==> src/rtl/uart_pkg.sv <==
// Shared definitions for the memory-mapped UART: register offsets inside the
// 32-byte window, STATUS bit positions and the state encoding that both the
// transmit and receive state machines use.
package uart_pkg;

   localparam logic [4:0] OFS_DATA   = 5'h00;
   localparam logic [4:0] OFS_STATUS = 5'h10;

   localparam int STAT_TX_READY  = 0;
   localparam int STAT_RX_VALID  = 1;
   localparam int STAT_FRAME_ERR = 2;
   localparam int STAT_OVERRUN   = 3;

   typedef enum logic [1:0] {
      ST_IDLE  = 2'd0,
      ST_START = 2'd1,
      ST_DATA  = 2'd2,
      ST_STOP  = 2'd3
   } uartState_e;

endpackage

==> src/rtl/uart_rx_core.sv <==
// Receive path: two-flop synchroniser on the raw line, falling-edge start
// detection, mid-bit sampling of eight data bits LSB first and a stop-bit
// check. Delivers a one-cycle done pulse with the byte, or a one-cycle
// framing-error pulse when the stop bit is low.
module uart_rx_core
   import uart_pkg::*;
#(
   parameter int CLK_DIV = 434
) (
   input  logic       clk_i,
   input  logic       rstn_i,
   input  logic       rx_i,
   output logic [7:0] rxByte_o,
   output logic       rxDone_o,
   output logic       frameErr_o
);

   localparam logic [15:0] BIT_LAST  = 16'(CLK_DIV - 1);
   localparam logic [15:0] HALF_LAST = 16'((CLK_DIV / 2) - 1);

   logic       sync1_q;
   logic       sync2_q;
   logic       rxLast_q;
   uartState_e state_q;
   logic [15:0] cnt_q;
   logic [2:0] bitIdx_q;
   logic [7:0] shift_q;
   logic       errWait_q;
   logic [7:0] rxByte_q;
   logic       rxDone_q;
   logic       frameErr_q;

   assign rxByte_o   = rxByte_q;
   assign rxDone_o   = rxDone_q;
   assign frameErr_o = frameErr_q;

   // Bring the asynchronous line into the clock domain and keep one extra
   // delayed copy so a high-to-low transition can be recognised.
   always_ff @(posedge clk_i) begin
      if (!rstn_i) begin
         sync1_q  <= 1'b1;
         sync2_q  <= 1'b1;
         rxLast_q <= 1'b1;
      end else begin
         sync1_q  <= rx_i;
         sync2_q  <= sync1_q;
         rxLast_q <= sync2_q;
      end
   end

   // Receive state machine; after a low stop bit it lingers in STOP until the
   // line has returned high so the tail of a broken frame cannot retrigger.
   always_ff @(posedge clk_i) begin
      if (!rstn_i) begin
         state_q    <= ST_IDLE;
         cnt_q      <= '0;
         bitIdx_q   <= '0;
         shift_q    <= '0;
         errWait_q  <= 1'b0;
         rxByte_q   <= '0;
         rxDone_q   <= 1'b0;
         frameErr_q <= 1'b0;
      end else begin
         rxDone_q   <= 1'b0;
         frameErr_q <= 1'b0;
         case (state_q)
            ST_IDLE: begin
               cnt_q <= '0;
               if (rxLast_q && !sync2_q) begin
                  state_q <= ST_START;
               end
            end
            ST_START: begin
               if (cnt_q == HALF_LAST) begin
                  cnt_q <= '0;
                  if (sync2_q) begin
                     state_q <= ST_IDLE;
                  end else begin
                     bitIdx_q <= '0;
                     state_q  <= ST_DATA;
                  end
               end else begin
                  cnt_q <= cnt_q + 16'd1;
               end
            end
            ST_DATA: begin
               if (cnt_q == BIT_LAST) begin
                  cnt_q   <= '0;
                  shift_q <= {sync2_q, shift_q[7:1]};
                  if (bitIdx_q == 3'd7) begin
                     state_q <= ST_STOP;
                  end else begin
                     bitIdx_q <= bitIdx_q + 3'd1;
                  end
               end else begin
                  cnt_q <= cnt_q + 16'd1;
               end
            end
            ST_STOP: begin
               if (errWait_q) begin
                  if (sync2_q) begin
                     errWait_q <= 1'b0;
                     state_q   <= ST_IDLE;
                  end
               end else if (cnt_q == BIT_LAST) begin
                  cnt_q <= '0;
                  if (sync2_q) begin
                     rxByte_q <= shift_q;
                     rxDone_q <= 1'b1;
                     state_q  <= ST_IDLE;
                  end else begin
                     frameErr_q <= 1'b1;
                     errWait_q  <= 1'b1;
                  end
               end else begin
                  cnt_q <= cnt_q + 16'd1;
               end
            end
            default: state_q <= ST_IDLE;
         endcase
      end
   end

endmodule

==> src/rtl/uart_mmio.sv <==
// Memory-mapped UART: bus decode of the DATA/STATUS window, the transmit
// state machine and the receive flags. The receive path itself lives in
// uart_rx_core.
module uart_mmio
   import uart_pkg::*;
#(
   parameter logic [31:0] BASE_ADDR = 32'h7000_0000,
   parameter int          CLK_DIV   = 434
) (
   input  logic        clk,
   input  logic        rstn,
   input  logic        mem_valid,
   input  logic        mem_write,
   input  logic [3:0]  mem_wmask,
   input  logic [31:0] mem_wdata,
   input  logic [31:0] mem_addr,
   output logic [31:0] mem_rdata,
   output logic        uart_tx,
   input  logic        uart_rx
);

   localparam logic [15:0] BIT_LAST = 16'(CLK_DIV - 1);

   logic       sel;
   logic [4:0] offset;
   logic       dataWrite;
   logic       statusWrite;
   logic       dataRead;
   logic       statusRead;
   logic       txReady;

   uartState_e  txState_q;
   logic [15:0] txCnt_q;
   logic [2:0]  txBit_q;
   logic [7:0]  txShift_q;
   logic        txLine_q;

   logic [7:0]  rxByte;
   logic        rxDone;
   logic        frameErrPulse;

   logic [7:0]  rxData_q,   rxData_d;
   logic        rxValid_q,  rxValid_d;
   logic        frameErr_q, frameErr_d;
   logic        overrun_q,  overrun_d;
   logic [31:0] rdata_q,    rdata_d;

   logic        unusedBits;

   assign sel         = mem_valid && (mem_addr[31:5] == BASE_ADDR[31:5]);
   assign offset      = mem_addr[4:0];
   assign dataWrite   = sel && mem_write && (offset == OFS_DATA) && mem_wmask[0];
   assign statusWrite = sel && mem_write && (offset == OFS_STATUS) && mem_wmask[0];
   assign dataRead    = sel && !mem_write && (offset == OFS_DATA);
   assign statusRead  = sel && !mem_write && (offset == OFS_STATUS);
   assign txReady     = (txState_q == ST_IDLE);
   assign uart_tx     = txLine_q;
   assign mem_rdata   = rdata_q;
   assign unusedBits  = ^{mem_wdata[31:8], mem_wmask[3:1]};

   uart_rx_core #(
      .CLK_DIV (CLK_DIV)
   ) u_rx (
      .clk_i      (clk),
      .rstn_i     (rstn),
      .rx_i       (uart_rx),
      .rxByte_o   (rxByte),
      .rxDone_o   (rxDone),
      .frameErr_o (frameErrPulse)
   );

   // Transmit state machine; a DATA write is only taken in IDLE, so writes
   // while a frame is on the wire are silently dropped.
   always_ff @(posedge clk) begin
      if (!rstn) begin
         txState_q <= ST_IDLE;
         txCnt_q   <= '0;
         txBit_q   <= '0;
         txShift_q <= '0;
         txLine_q  <= 1'b1;
      end else begin
         case (txState_q)
            ST_IDLE: begin
               txLine_q <= 1'b1;
               txCnt_q  <= '0;
               if (dataWrite) begin
                  txShift_q <= mem_wdata[7:0];
                  txLine_q  <= 1'b0;
                  txState_q <= ST_START;
               end
            end
            ST_START: begin
               if (txCnt_q == BIT_LAST) begin
                  txCnt_q   <= '0;
                  txBit_q   <= '0;
                  txLine_q  <= txShift_q[0];
                  txShift_q <= {1'b0, txShift_q[7:1]};
                  txState_q <= ST_DATA;
               end else begin
                  txCnt_q <= txCnt_q + 16'd1;
               end
            end
            ST_DATA: begin
               if (txCnt_q == BIT_LAST) begin
                  txCnt_q <= '0;
                  if (txBit_q == 3'd7) begin
                     txLine_q  <= 1'b1;
                     txState_q <= ST_STOP;
                  end else begin
                     txBit_q   <= txBit_q + 3'd1;
                     txLine_q  <= txShift_q[0];
                     txShift_q <= {1'b0, txShift_q[7:1]};
                  end
               end else begin
                  txCnt_q <= txCnt_q + 16'd1;
               end
            end
            ST_STOP: begin
               if (txCnt_q == BIT_LAST) begin
                  txCnt_q   <= '0;
                  txState_q <= ST_IDLE;
               end else begin
                  txCnt_q <= txCnt_q + 16'd1;
               end
            end
            default: txState_q <= ST_IDLE;
         endcase
      end
   end

   // Next values of the receive flags and read data; a new byte or error
   // always wins over a clear arriving in the same cycle.
   always_comb begin
      rxData_d   = rxDone ? rxByte : rxData_q;
      rxValid_d  = rxDone | (rxValid_q & ~dataRead);
      overrun_d  = (rxDone & rxValid_q & ~dataRead)
                 | (overrun_q & ~(statusWrite & mem_wdata[STAT_OVERRUN]));
      frameErr_d = frameErrPulse
                 | (frameErr_q & ~(statusWrite & mem_wdata[STAT_FRAME_ERR]));
      rdata_d    = '0;
      if (dataRead) begin
         rdata_d = {24'b0, rxData_q};
      end else if (statusRead) begin
         rdata_d[STAT_TX_READY]  = txReady;
         rdata_d[STAT_RX_VALID]  = rxValid_q;
         rdata_d[STAT_FRAME_ERR] = frameErr_q;
         rdata_d[STAT_OVERRUN]   = overrun_q;
      end
   end

   // Register the receive flags and the bus read data.
   always_ff @(posedge clk) begin
      if (!rstn) begin
         rxData_q   <= '0;
         rxValid_q  <= 1'b0;
         frameErr_q <= 1'b0;
         overrun_q  <= 1'b0;
         rdata_q    <= '0;
      end else begin
         rxData_q   <= rxData_d;
         rxValid_q  <= rxValid_d;
         frameErr_q <= frameErr_d;
         overrun_q  <= overrun_d;
         rdata_q    <= rdata_d;
      end
   end

endmodule

==> config.mk <==
export PLATFORM = sky130hd
export DESIGN_NAME = uart_mmio
export DESIGN_NICKNAME = d
export VERILOG_FILES = /design/src/rtl/uart_pkg.sv /design/src/rtl/uart_rx_core.sv /design/src/rtl/uart_mmio.sv
export SDC_FILE = /design/constraint.sdc
export NUM_CORES = 1
export LEC_CHECK = 0
export ABC_CLOCK_PERIOD_IN_PS = 3100
export BUFFER_PORTS_ARGS = -buffer_cell sky130_fd_sc_hd__buf_2
export CAP_MARGIN = 10
export CORE_UTILIZATION = 45
export CTS_CLUSTER_DIAMETER = 60
export DETAILED_ROUTE_END_ITERATION = 8
export PLACE_DENSITY = 0.69
export REMOVE_ABC_BUFFERS = 1
export SETUP_SLACK_MARGIN = 0.1
export SYNTH_ARGS = -nofsm -noshare
export SYNTH_HDL_FRONTEND = slang
export SYNTH_SLANG_ARGS = --single-unit
==> constraint.sdc <==
create_clock -name clk -period 3.1 [get_ports clk]
set_input_delay 0.31 -clock clk [delete_from_list [all_inputs] [get_ports clk]]
set_output_delay 0.31 -clock clk [all_outputs]
set_load 0.01 [all_outputs]
==> flow_summary.yaml <==
critical_path:
  cpPeakStageDelay_ns: 0.52
  critPathKind: "flip-flop to flip-flop"
  reg2reg_to: "u_rx.rxByte_o[7]"
  cp_cell_sequence: "ha_1 > or4bb_1 > or4_4 > nor4b_4 > buf_4 > mux2i_1 > nor2_1"
  worstPathArrival_ns: 2.72
  end_kind: "flip-flop"
  crit_end: "u_rx.rxByte_o[7]"
  required_ns: 3.35
  startpoint: "u_rx.cnt_q[0]"
  crit_fanout: 9
  reg2reg_from: "u_rx.cnt_q[0]"
  worst_path_max_delay_cell: "or4bb_1"
  startpoint_type: "flip-flop"
  reg2reg_slack_ns: 0.63
  worstRegToRegCells: 7
pwr:
  vdd_drop_max_mv: 0.198
  p_per_area_nw_per_um2: 424
  p_leak_nw: 1.76
synth:
  yosysWarningCount: 0
  ys_seq_elements: 92
  yosys.area.top_type_share: 0.427
  synth_top_cell_by_area: "dfxtp_1"
  synth_common_cells: "dfxtp_1 (92), nor2_1 (49), nand2_1 (39)"
  netlist_top_cells_area: "dfxtp_1 (43%), mux2i_1 (5.8%), nor2_1 (4.3%), buf_4 (4.2%), ha_1 (4.1%)"
  syn_area_per_cell_sq_um: 9.05
  synth_cells: 477
  synthArstFlopShare: 0
  synth_cell_types: 57
  syn_area_sq_um: 4320
  yosysMostFrequentCell: "dfxtp_1"
  synth-seq-area-share: 0.427
  synthFlopType: "dfxtp_1"
  synth-edff-count: 0
finish:
  drive_gt1_frac: 0.162
  nFillCells: 866
  area_growth_pct: 11.8
  final_nets: 618
  num_antenna_cells: 0
  final_util: 0.520
  ff_latch_area_sq_um: 1840
  multi_input_area_sq_um: 2250
routing:
  drtIter0Drc: 136
  dr.pass1.iters: 4
  ant_nets: 0
  drc_errors: 0
  vias_per_cell: 5.23
  avgRoutedWirePerCell_microns: 12.6
  vias: 3479
  wl_microns: 8390
clocking:
  clockBufferDepth: 2
  cts_resized: 0
  ctsRootBufferMaster: "clkbuf_8"
  worst_skew_pair.late_latency_ns: 0.36
  path_clk_slew_ns: 0.10
  cts_tree: "done"
  clock_sinks: 92
  cts_hold_buf: 0
  htreeDepth: 3
  cts_buffers: 9
  cts_setup_buffers: 0
grt:
  grt_max_degree: 32
  grt_pass1_vias: 3271
  grt_overflow: 0
  grt_use_total: 0.175
  antenna_found_initial: 0
  grt_pass1_wl_microns: 14000
place:
  post-dp-hpwl_microns: 5970
  portBuffers: 54
  routabilityCongestion: 0.855
  dp_slack_ns: 0.639
run_status:
  status: "finished clean"
timing:
  holdWs_ns: 0.155
  slew_headroom: 0.466
  fin_crit_sh: 0.797
  fmax_mhz: 405
  setup_tns_ns: 0
  rsz0062_at_grt: "no"
  worstMarginPinSlew_ns: 0.794
  layout_setup_ws_ns: 0.629
  min_period_ns: 2.47
  finalSetupViolCount: 0
  report.final.slew_viol_count: 0
  skew_ns: 0.0132
  hold_viol: 0
floorplanning:
  row_count: 35
  die_h_microns: 99.9
  die_x_microns: 99.9
  die-area_sq_um: 9990
  pin_count: 106
  start_util: 0.465
  core_area_sq_um: 9280
min_path:
  hold_class: "primary input to flip-flop"
  min_from: "uart_rx"
flow_run:
  drv_cap: 0
metrics by stage:
step	std cells	power, mW	instance area, sq um
detailed placement	649	1.29	4630
global placement	649	1.29	4630
finish	665	2.04	4820
global route	665	2.13	4820
CTS	665	2.07	4820
floorplan	458	1.25	4140
worst max-delay path, delay by kind of cell, from the launching register on:
family / cells / cell delay (ns)
fa+ha+maj: 1 / 0.17
flops: 1 / 0.43
mux: 1 / 0.20
buf+inv: 1 / 0.23
simple gates: 4 / 1.33
flip-flops by register name (all words and copies together) (netlist names), 2 cells and up, named ones only:
register,cells
rxData_q,8
u_rx.shift_q,8
txShift_q,8
mem_rdata,8
u_rx.rxByte_o,8
txBit_q,3
u_rx.bitIdx_q,3
txState_q,2
u_rx.cnt_q,16
txCnt_q,16
worst min-delay path by stage:
stage | endpoint | slack [ns] | depth (start not counted)
final | u_rx.sync1_q | 0.15 | 2
after global routing | u_rx.sync1_q | 0.14 | 2
after CTS | u_rx.sync1_q | 0.14 | 2
after detailed placement | u_rx.sync2_q | 0.40 | 1
after global placement | u_rx.sync2_q | 0.39 | 1
after floorplan | u_rx.sync1_q | 0.38 | 1
cell families after synthesis:
logic type	count (synthesis)	synth area share
flops	92	0.427
xor+xnor	19	0.0386
fa+ha+maj	14	0.0406
other cells	1	0.000869
simple gates	187	0.236
compound gates	83	0.127
mux	25	0.0580
buf+inv	56	0.0725
layout by cell type (no fill, tap or decap), types with 5 or more instances in the layout:
cell / count
dfxtp_1: 92
buf_2: 54
nor2_1: 49
nand2_1: 39
mux2i_1: 25
conb_1: 24
a21oi_1: 21
nand3_1: 15
nor4_1: 14
ha_1: 14
o21ai_0: 13
inv_1: 12
a31oi_1: 12
nand4_1: 12
and2_1: 10
xor2_1: 10
a211oi_1: 9
xnor2_1: 9
clkbuf_8: 9
buf_4: 8
nand3b_1: 6
nand2b_1: 5
a32o_1: 5
or3_1: 5
metal layers:
metal | track usage | vias up | wire length, microns
li1 | - | 1765 | -
met1 | 0.205 | 1613 | 3910
met2 | 0.306 | 86 | 3970
met3 | 0.0286 | 15 | 347
met4 | 0.0973 | 0 | 168
met5 | 0 | - | 0
area by class of cell:
class,count,area share
multi-input cells,352,0.466
clock buffers,9,0.0257
repair buffers,62,0.0685
inverters,14,0.0109
well taps,129,0.0335
clock inverters,7,0.0137
flip-flops and latches,92,0.382
where the power goes:
part / total, mW / switching, mW / internal, mW
clock: 0.777 / 0.465 / 0.312
combinational: 0.0795 / 0.0483 / 0.0312
sequential: 1.19 / 0.00400 / 1.18
total: 2.04 / 0.517 / 1.53
(Power assumes the default switching activity.)
